==> config.mk <==
export PLATFORM = sky130hd
export DESIGN_NAME = seg_scan_sched
export DESIGN_NICKNAME = d
export VERILOG_FILES = /design/src/rtl/seg_scan_sched_pkg.sv /design/src/rtl/seg_scan_sched_seg7_decode.sv /design/src/rtl/seg_scan_sched.sv
export SDC_FILE = /design/constraint.sdc
export NUM_CORES = 1
export LEC_CHECK = 0
export ABC_AREA = 1
export CAP_MARGIN = 20
export CORE_MARGIN = 10
export CORE_UTILIZATION = 49
export CTS_CLUSTER_DIAMETER = 100
export CTS_CLUSTER_SIZE = 20
export DETAILED_ROUTE_END_ITERATION = 6
export PLACE_DENSITY = 0.68
export SYNTH_ARGS = -nofsm -noshare
export SYNTH_HDL_FRONTEND = slang
export SYNTH_SLANG_ARGS = --single-unit
==> constraint.sdc <==
create_clock -name clk -period 3.1 [get_ports clk]
set_input_delay 0.62 -clock clk [delete_from_list [all_inputs] [get_ports clk]]
set_output_delay 0.62 -clock clk [all_outputs]
set_load 0.02 [all_outputs]
==> src/rtl/seg_scan_sched_pkg.sv <==
// Shared definitions for the seven-segment scan scheduler: code field layout,
// segment patterns in {a,b,c,d,e,f,g} order (a is the MSB), and FSM states.
package seg_scan_sched_pkg;

    localparam int CODE_W     = 5;
    localparam int BLANK_BIT  = 4;
    localparam int SEG_W      = 7;
    localparam int NUM_DIGITS = 8;
    localparam int IDX_W      = 3;

    localparam logic [SEG_W-1:0] SEG_0     = 7'b1111110;
    localparam logic [SEG_W-1:0] SEG_1     = 7'b0110000;
    localparam logic [SEG_W-1:0] SEG_2     = 7'b1101101;
    localparam logic [SEG_W-1:0] SEG_3     = 7'b1111001;
    localparam logic [SEG_W-1:0] SEG_4     = 7'b0110011;
    localparam logic [SEG_W-1:0] SEG_5     = 7'b1011011;
    localparam logic [SEG_W-1:0] SEG_6     = 7'b1011111;
    localparam logic [SEG_W-1:0] SEG_7     = 7'b1110000;
    localparam logic [SEG_W-1:0] SEG_8     = 7'b1111111;
    localparam logic [SEG_W-1:0] SEG_9     = 7'b1111011;
    localparam logic [SEG_W-1:0] SEG_A     = 7'b1110111;
    localparam logic [SEG_W-1:0] SEG_B     = 7'b0011111;
    localparam logic [SEG_W-1:0] SEG_C     = 7'b1001110;
    localparam logic [SEG_W-1:0] SEG_D     = 7'b0111101;
    localparam logic [SEG_W-1:0] SEG_E     = 7'b1001111;
    localparam logic [SEG_W-1:0] SEG_F     = 7'b1000111;
    localparam logic [SEG_W-1:0] SEG_BLANK = 7'b0000000;

    // Buffer code that renders as an unlit digit.
    localparam logic [CODE_W-1:0] CODE_BLANK = 5'b10000;

    typedef enum logic {
        RUN,
        CLEAR
    } state_t;

    // Digit position 0 is the leftmost digit, driven by the MSB of the select.
    function automatic logic [NUM_DIGITS-1:0] digit_onehot(input logic [IDX_W-1:0] pos);
        return 8'h80 >> pos;
    endfunction

endpackage

==> src/rtl/seg_scan_sched_seg7_decode.sv <==
// Combinational map from a 5-bit display code (blank flag + hex nibble) to
// the seven segment lines {a,b,c,d,e,f,g}, active-high.
module seg7_decode
    import seg_scan_sched_pkg::*;
(
    input  logic [CODE_W-1:0] code,
    output logic [SEG_W-1:0]  seg
);

    // Blank flag overrides the nibble; otherwise a plain hex lookup.
    always_comb begin
        seg = SEG_BLANK;
        if (!code[BLANK_BIT]) begin
            case (code[3:0])
                4'h0: seg = SEG_0;
                4'h1: seg = SEG_1;
                4'h2: seg = SEG_2;
                4'h3: seg = SEG_3;
                4'h4: seg = SEG_4;
                4'h5: seg = SEG_5;
                4'h6: seg = SEG_6;
                4'h7: seg = SEG_7;
                4'h8: seg = SEG_8;
                4'h9: seg = SEG_9;
                4'hA: seg = SEG_A;
                4'hB: seg = SEG_B;
                4'hC: seg = SEG_C;
                4'hD: seg = SEG_D;
                4'hE: seg = SEG_E;
                default: seg = SEG_F;
            endcase
        end
    end

endmodule

==> src/rtl/seg_scan_sched.sv <==
// Scan scheduler and display-buffer controller for an 8-digit multiplexed
// seven-segment display: host-writable digit buffer, timed digit scan,
// optional rotation, and a sequenced buffer clear.
module seg_scan_sched
    import seg_scan_sched_pkg::*;
#(
    parameter int DWELL_CYC   = 5000,
    parameter int SHIFT_TICKS = 10000
) (
    input  logic        clk,
    input  logic        rst_n,
    input  logic        wr_valid,
    output logic        wr_ready,
    input  logic [2:0]  wr_idx,
    input  logic [4:0]  wr_code,
    input  logic        clr,
    input  logic        rot_en,
    output logic [7:0]  an,
    output logic [13:0] seg,
    output logic        busy
);

    localparam int DW_W = (DWELL_CYC   > 2) ? $clog2(DWELL_CYC)   : 1;
    localparam int SC_W = (SHIFT_TICKS > 1) ? $clog2(SHIFT_TICKS) : 1;

    state_t              state;
    logic [IDX_W-1:0]    clr_idx;
    logic [CODE_W-1:0]   digit_buf [NUM_DIGITS];

    logic [DW_W-1:0]     dwell_cnt;
    logic [SC_W-1:0]     scroll_cnt;
    logic [IDX_W-1:0]    sel;
    logic [IDX_W-1:0]    off;

    logic                tick;
    logic                wr_fire;
    logic [IDX_W-1:0]    rd_idx;
    logic [CODE_W-1:0]   rd_code;
    logic [SEG_W-1:0]    dec_seg;

    assign wr_ready = (state == RUN) && !clr;
    assign wr_fire  = wr_valid && wr_ready;
    assign tick     = (dwell_cnt == DW_W'(DWELL_CYC - 1));
    assign rd_idx   = sel + off;
    assign rd_code  = digit_buf[rd_idx];

    seg7_decode u_decode (
        .code (rd_code),
        .seg  (dec_seg)
    );

    // Clear sequencer: RUN until clr, then walk entries 0..7; a repeated clr restarts the walk.
    always_ff @(posedge clk or negedge rst_n) begin
        if (!rst_n) begin
            state   <= RUN;
            clr_idx <= '0;
            busy    <= 1'b0;
        end else begin
            case (state)
                RUN: begin
                    if (clr) begin
                        state   <= CLEAR;
                        clr_idx <= '0;
                        busy    <= 1'b1;
                    end
                end
                CLEAR: begin
                    if (clr) begin
                        clr_idx <= '0;
                    end else begin
                        clr_idx <= clr_idx + 3'd1;
                        if (clr_idx == 3'd7) begin
                            state <= RUN;
                            busy  <= 1'b0;
                        end
                    end
                end
                default: begin
                    state <= RUN;
                    busy  <= 1'b0;
                end
            endcase
        end
    end

    // Digit buffer: host writes only in RUN, sequenced blanking only in CLEAR, so they never collide.
    always_ff @(posedge clk or negedge rst_n) begin
        if (!rst_n) begin
            for (int unsigned i = 0; i < NUM_DIGITS; i++) begin
                digit_buf[i] <= CODE_BLANK;
            end
        end else if (wr_fire) begin
            digit_buf[wr_idx] <= wr_code;
        end else if ((state == CLEAR) && !clr) begin
            digit_buf[clr_idx] <= CODE_BLANK;
        end
    end

    // Dwell timer: every DWELL_CYC cycles advance the scanned digit position.
    always_ff @(posedge clk or negedge rst_n) begin
        if (!rst_n) begin
            dwell_cnt <= '0;
            sel       <= '0;
        end else if (tick) begin
            dwell_cnt <= '0;
            sel       <= sel + 3'd1;
        end else begin
            dwell_cnt <= dwell_cnt + DW_W'(1);
        end
    end

    // Rotation: count ticks while enabled, step the display offset every SHIFT_TICKS ticks.
    always_ff @(posedge clk or negedge rst_n) begin
        if (!rst_n) begin
            scroll_cnt <= '0;
            off        <= '0;
        end else if (tick && rot_en) begin
            if (scroll_cnt == SC_W'(SHIFT_TICKS - 1)) begin
                scroll_cnt <= '0;
                off        <= off + 3'd1;
            end else begin
                scroll_cnt <= scroll_cnt + SC_W'(1);
            end
        end
    end

    // Output registers: digit select and both segment halves from the current scan position.
    always_ff @(posedge clk or negedge rst_n) begin
        if (!rst_n) begin
            an  <= '0;
            seg <= '0;
        end else begin
            an  <= digit_onehot(sel);
            seg <= {dec_seg, dec_seg};
        end
    end

endmodule

Word-level counts from Yosys, hierarchy flattened
Memories as Yosys holds them, arrays and structs flattened.
Index checks and enable logic that the tools add are counted.
Widths: inputs -> output; s select.
{"block": "word_totals", "memories": 1, "ff_bits": 100, "elab_cells": 77, "inputBits": 13, "romBits": 112}
{"memory": "(no name shown)", "depth": 16, "word_bits": 7, "read_ports": 1, "rd_clocked_by_memory_dff": 0, "write_ports": 0, "line": "seg_scan_sched_seg7_decode.sv:14", "rtl": "case (code[3:0])"}
{"block": "classes", "bitwise_logic": 7, "n_addsub": 6, "mux": 24, "reduce_logical": 10, "n_lt_le_gt_ge": 5, "n_shift": 1, "eq_ne": 6}
{"op": "$mux 40", "n": 2}
{"op": "$bwmux 40", "n": 1}
{"op": "$and 32x32->32", "n": 1}
{"op": "$not 32->32", "n": 1}
{"op": "$demux 5 s3", "n": 2}
{"op": "$mux 5", "n": 4}
{"op": "$bmux 5 s3", "n": 1}
{"op": "$add 14x1->14 const B", "n": 1}
{"op": "$eq 14x14->1 const B", "n": 1}
{"op": "$mux 14", "n": 1}
{"op": "$add 13x1->13 const B", "n": 1}
{"op": "$eq 13x13->1 const B", "n": 1}
{"op": "$mux 13", "n": 1}
{"op": "$ge 4x4->1 const B", "n": 3}
{"op": "$not 3->4", "n": 3}
{"op": "$add 3x1->3 const B", "n": 3}
{"op": "$lt 4x1->1 const B", "n": 2}
{"op": "$or 8x8->8", "n": 1}
{"op": "$shr 8x3->8 const A", "n": 1}
{"op": "$mux 7", "n": 1}
{"op": "$logic_and 1x1->1", "n": 6}
{"op": "$mux 1", "n": 6}
{"op": "$mux 3", "n": 2}
{"op": "$pmux 3 s2", "n": 1}
{"op": "other kinds (10)", "n": 12}

Depth between registers and ports, before layout
{"block": "depth", "ltp_word": 9, "ltp_mapped": 16, "ltp_nobuf": 14}

Modules after synthesis
From an unflattened synthesis, not the netlist that was laid out.
{"block": "hier_totals", "hier_cells": 640, "area_unflattened_um2": 5084.9}
{"module": "seg_scan_sched", "seq_area_each_um2": 2337.2, "area_per_inst_um2": 4798.4, "cells_per_inst": 591, "instances": 1}
{"module": "seg7_decode", "seq_area_each_um2": 0.0, "area_per_inst_um2": 286.5, "cells_per_inst": 49, "instances": 1}

Worst setup path after synthesis
Ideal clock, no wire load.
{"block": "synth_path", "path_type": "register to register", "startpoint": "reg sel[0]", "endpoint": "reg seg[10]", "arrival_time_ns": 2.366, "synth_period_minus_slack_ns": 2.438, "required_time_ns": 3.029, "setup_time_ns": 0.071, "slack_ns": 0.662, "path_stages_with_launch": 16, "path_buffers": 2, "path_cell_list": "dfrtp_1 > ha_1 > fa_1 > buf_6 > inv_4 > buf_6 > nand3_1 > nand2_1 > nand3_1 > nand2_1 > inv_1 > ha_1 > nand3b_1 > nand3_1 > nand2_1 > nor2_1"}
{"block": "synth_via", "elab_chain_cells": 7}
{"element": "start, declared", "line": "seg_scan_sched.sv:32", "rtl": "logic [IDX_W-1:0] sel;"}
{"element": "start signal, assigned", "line": "seg_scan_sched.sv:106", "rtl": "sel <= sel + 3'd1;"}
{"element": "$add 3x3->3 *", "line": "seg_scan_sched.sv:44", "rtl": "assign rd_idx = sel + off;"}
{"element": "$not 3->4 (implied by the code) *", "line": "seg_scan_sched.sv:45", "rtl": "assign rd_code = digit_buf[rd_idx];"}
{"element": "$bmux 5 s3 *", "line": "seg_scan_sched.sv:45"}
{"element": "$mux 5 (implied by the code) * (2 in series)", "line": "seg_scan_sched.sv:45"}
{"element": "$mem_v2 16x7"}
{"element": "$mux 7 *", "line": "seg_scan_sched_seg7_decode.sv:13", "rtl": "if (!code[BLANK_BIT]) begin"}
{"element": "net dec_seg[3]", "line": "seg_scan_sched.sv:39", "rtl": "logic [SEG_W-1:0] dec_seg;"}
{"element": "end signal, assigned", "line": "seg_scan_sched.sv:134", "rtl": "seg <= {dec_seg, dec_seg};"}
{"element": "end, declared", "line": "seg_scan_sched.sv:19", "rtl": "output logic [13:0] seg,"}
Mark *: on every way through the listed nets, which the timed path passes. The rest lies on a longest branch. The select of a mux whose other input is x is not followed.
A chain may end at the register's enable or synchronous reset.

Final worst setup path
Ends and elaborated chain as after synthesis.

==> results.yml <==
cells_and_area:
  layout-drive-gt1-share: 0.116
  num-fill-cells: 955
  syn2layout_area_growth_pct: 12.7
  nets: 666
  multi_input_area_sq_um: 2240
  diodes: 0
  regArea_sq_um: 2340
synthesis:
  synth-main-ff-cell: "dfrtp_1"
  synth_warnings: 0
  async_flop_share: 1.00
  synth-edff-count: 0
  ys_types: 48
  synth_nets: 632
  syn_inst: 600
  yosysSeqAreaShare: 0.458
  yosysMostFrequentCell: "nand2_1"
  synth-seq-cells: 93
  synth_area_sq_um: 5100
  yosysTopAreaCell: "dfrtp_1"
  avgSynthCellArea_sq_um: 8.50
  synth_top_area_frac: 0.417
  yosys-top-cells-count: "nand2_1, inv_1, dfrtp_1"
  synth_area_leaders: "dfrtp_1, nand2_1, inv_1"
clock_tree:
  ctsResizeCount: 0
  h-tree-depth: 3
  cts_made_buffers: 9
  clkSinkCount: 93
  cts-root-buf: "clkbuf_8"
  holdBufCountCts: 0
  cts_tree: "yes"
  clock_path_buffers: 2
  clk_pin_slew_ns: 0.09
  worstSkewPairLatency_ns: 0.36
  post_cts_buffers: 0
status:
  status: "complete, no violations"
sta:
  slew_headroom: 0.485
  setup_viol: 0
  fmax_mhz: 370
  skew_ns: 0.00949
  finalCritPeriodShare: 0.873
  hold_viol_final: 0
  tightest_slew_ns: 0.765
  drv_slew: 0
  period_needed_ns: 2.71
  fin_tns_setup_ns: 0
  rsz0062_at_grt: "no"
setup_path:
  rrSetupSlack_ns: 0.39
  cp.required_ns: 3.40
  path_class: "reg -> reg"
  rr_worst_depth: 13
  endpoint_kind: "flip-flop"
  cpMostUsedCell: "nand2_1"
  path_cells: "ha_1 -> fa_1 -> inv_4 -> nand3_1 -> nand2_1 -> nand2_1 -> nand2_1 -> inv_1 -> ha_1 -> nand3b_1 -> nand3_1 -> nand2_1 -> nor2_1"
  max_stage_delay_ns: 0.72
  worstPathMaxFanout: 13
  r2r_start: "sel[0]$_DFFE_PN0N_"
  cp_slowest_cell: "fa_1"
  timing.rr.end: "seg[10]$_DFF_PN0_"
  worst_setup_path_start_kind: "flip-flop"
  critPathArrivalTime_ns: 3.00
detailed_routing:
  wl_mm: 10.6
  dr.pass1.iters: 5
  final_antenna_net_count: 0
  avgViaCountPerCell: 5.09
  wire_per_inst_microns: 13.7
  vias: 3942
  drt_iter0_drc: 402
  drc: 0
global_route:
  grt_max_degree: 50
  grt_use_total: 0.147
  grt_first_pass_wirelength_mm: 17.7
  antenna_found_initial: 0
  grt_pass1_vias: 3824
  gr-total-overflow: 0
die:
  ioPinCount: 37
  die_w_microns: 122
  fp-row-count: 37
  initial_core_util: 0.498
  coreArea_sq_um: 10200
  die_h_microns: 122
  die-area_sq_um: 14900
placed_design:
  hpwl_mm: 7.83
  place_congestion: 0.905
  io_buffer_count: 36
hold_path:
  hold_path.class: "in -> async"
pwr:
  finalPower_uw: 2620
  p_leak_uw: 0.00283
  power.density_nw_per_um2: 457
  vdd_drop_max_mv: 0.256
run:
  maxCapViolCount: 0
[state kept, by name (all words and copies together), names as in the netlist]
name / count
seg: 7
state: 1
clr_idx: 3
an: 8
sel: 3
dwell_cnt: 13
busy: 1
off: 3
scroll_cnt: 14
digit_buf: 40
[worst max path at each step]
| stage | start | endpoint | slack [ns] | cells after the start |
|---|---|---|---|---|
| 3_5_place_dp | sel[0]$_DFFE_PN0N_ | seg[10]$_DFF_PN0_ | 0.41 | 13 |
| 3_3_place_gp | sel[0]$_DFFE_PN0N_ | seg[10]$_DFF_PN0_ | 0.50 | 13 |
| 6_report | sel[0]$_DFFE_PN0N_ | seg[10]$_DFF_PN0_ | 0.39 | 13 |
| 5_1_grt | sel[0]$_DFFE_PN0N_ | seg[10]$_DFF_PN0_ | 0.12 | 13 |
| 4_1_cts | sel[0]$_DFFE_PN0N_ | seg[10]$_DFF_PN0_ | 0.39 | 13 |
| 2_1_floorplan | sel[0]$_DFFE_PN0N_ | seg[10]$_DFF_PN0_ | 0.66 | 15 |
[area by class of cell]
class | count | area share
inverters | 103 | 0.0684
clock inverters | 2 | 0.00675
clock buffers | 14 | 0.0318
well taps | 136 | 0.0296
multi-input cells | 389 | 0.390
flip-flops and latches | 93 | 0.407
repair buffers | 38 | 0.0670
[cell families (layout without fill, tap and decap cells)]
group           after synthesis  after routing  synth area share
compound gates               94             94             0.119
simple gates                260            260             0.245
fa+ha+maj                    19             19            0.0481
flops                        93             93             0.458
buf+inv                     118            157             0.102
xor+xnor                     16             16            0.0275
[layer usage]
layer  vias to the layer above  GRT usage  wire (microns)
met5                         -          0               0
met4                         0     0.0686             242
li1                       2001          -               -
met1                      1829      0.191            4990
met2                        95      0.224            4740
met3                        17     0.0365             625
[where the power goes]
group / switching [uW] / internal, uW / total (uW)
registers: 75.4 / 1350 / 1420
logic: 189 / 131 / 320
clock network: 421 / 464 / 884
total: 685 / 1940 / 2620
[cells in the final DEF (no fill, tap or decap), types with 3 or more instances in the layout]
cell type	instances
o21ai_1	7
a21oi_1	18
o22ai_1	26
or2_2	3
nand4_1	6
inv_1	93
nand2_1	132
nor2_1	35
nand2_4	4
nand3_1	41
dfrtp_1	85
nor2_2	4
nand2_2	8
inv_2	6
dfstp_2	8
xor2_1	14
clkdlybuf4s50_1	35
clkbuf_8	13
nor3_1	13
nor2_4	3
ha_1	18
o21ai_0	30
[per-stage QoR]
stage / cells / util / hold slack, ns / cell area (sq um) / setup slack [ns]
2_1_floorplan: 600 / - / 0.324 / 5100 / 0.662
3_3_place_gp: 759 / 0.540 / 0.453 / 5530 / 0.498
3_5_place_dp: 759 / 0.540 / 0.455 / 5530 / 0.412
4_1_cts: 775 / 0.562 / 0.292 / 5750 / 0.386
5_1_grt: 775 / 0.562 / 0.309 / 5750 / 0.124
6_report: 775 / 0.562 / 0.270 / 5750 / 0.394
[critical path, delay by kind of cell (launching register included)]
kind                       cells  cell delay [ns]
DFF                            1             0.42
adders and majority gates      3             1.17
and+or+nand+nor                8             0.78
buffers and inverters          2             0.28
No activity file was read; power rests on OpenSTA's default activity.
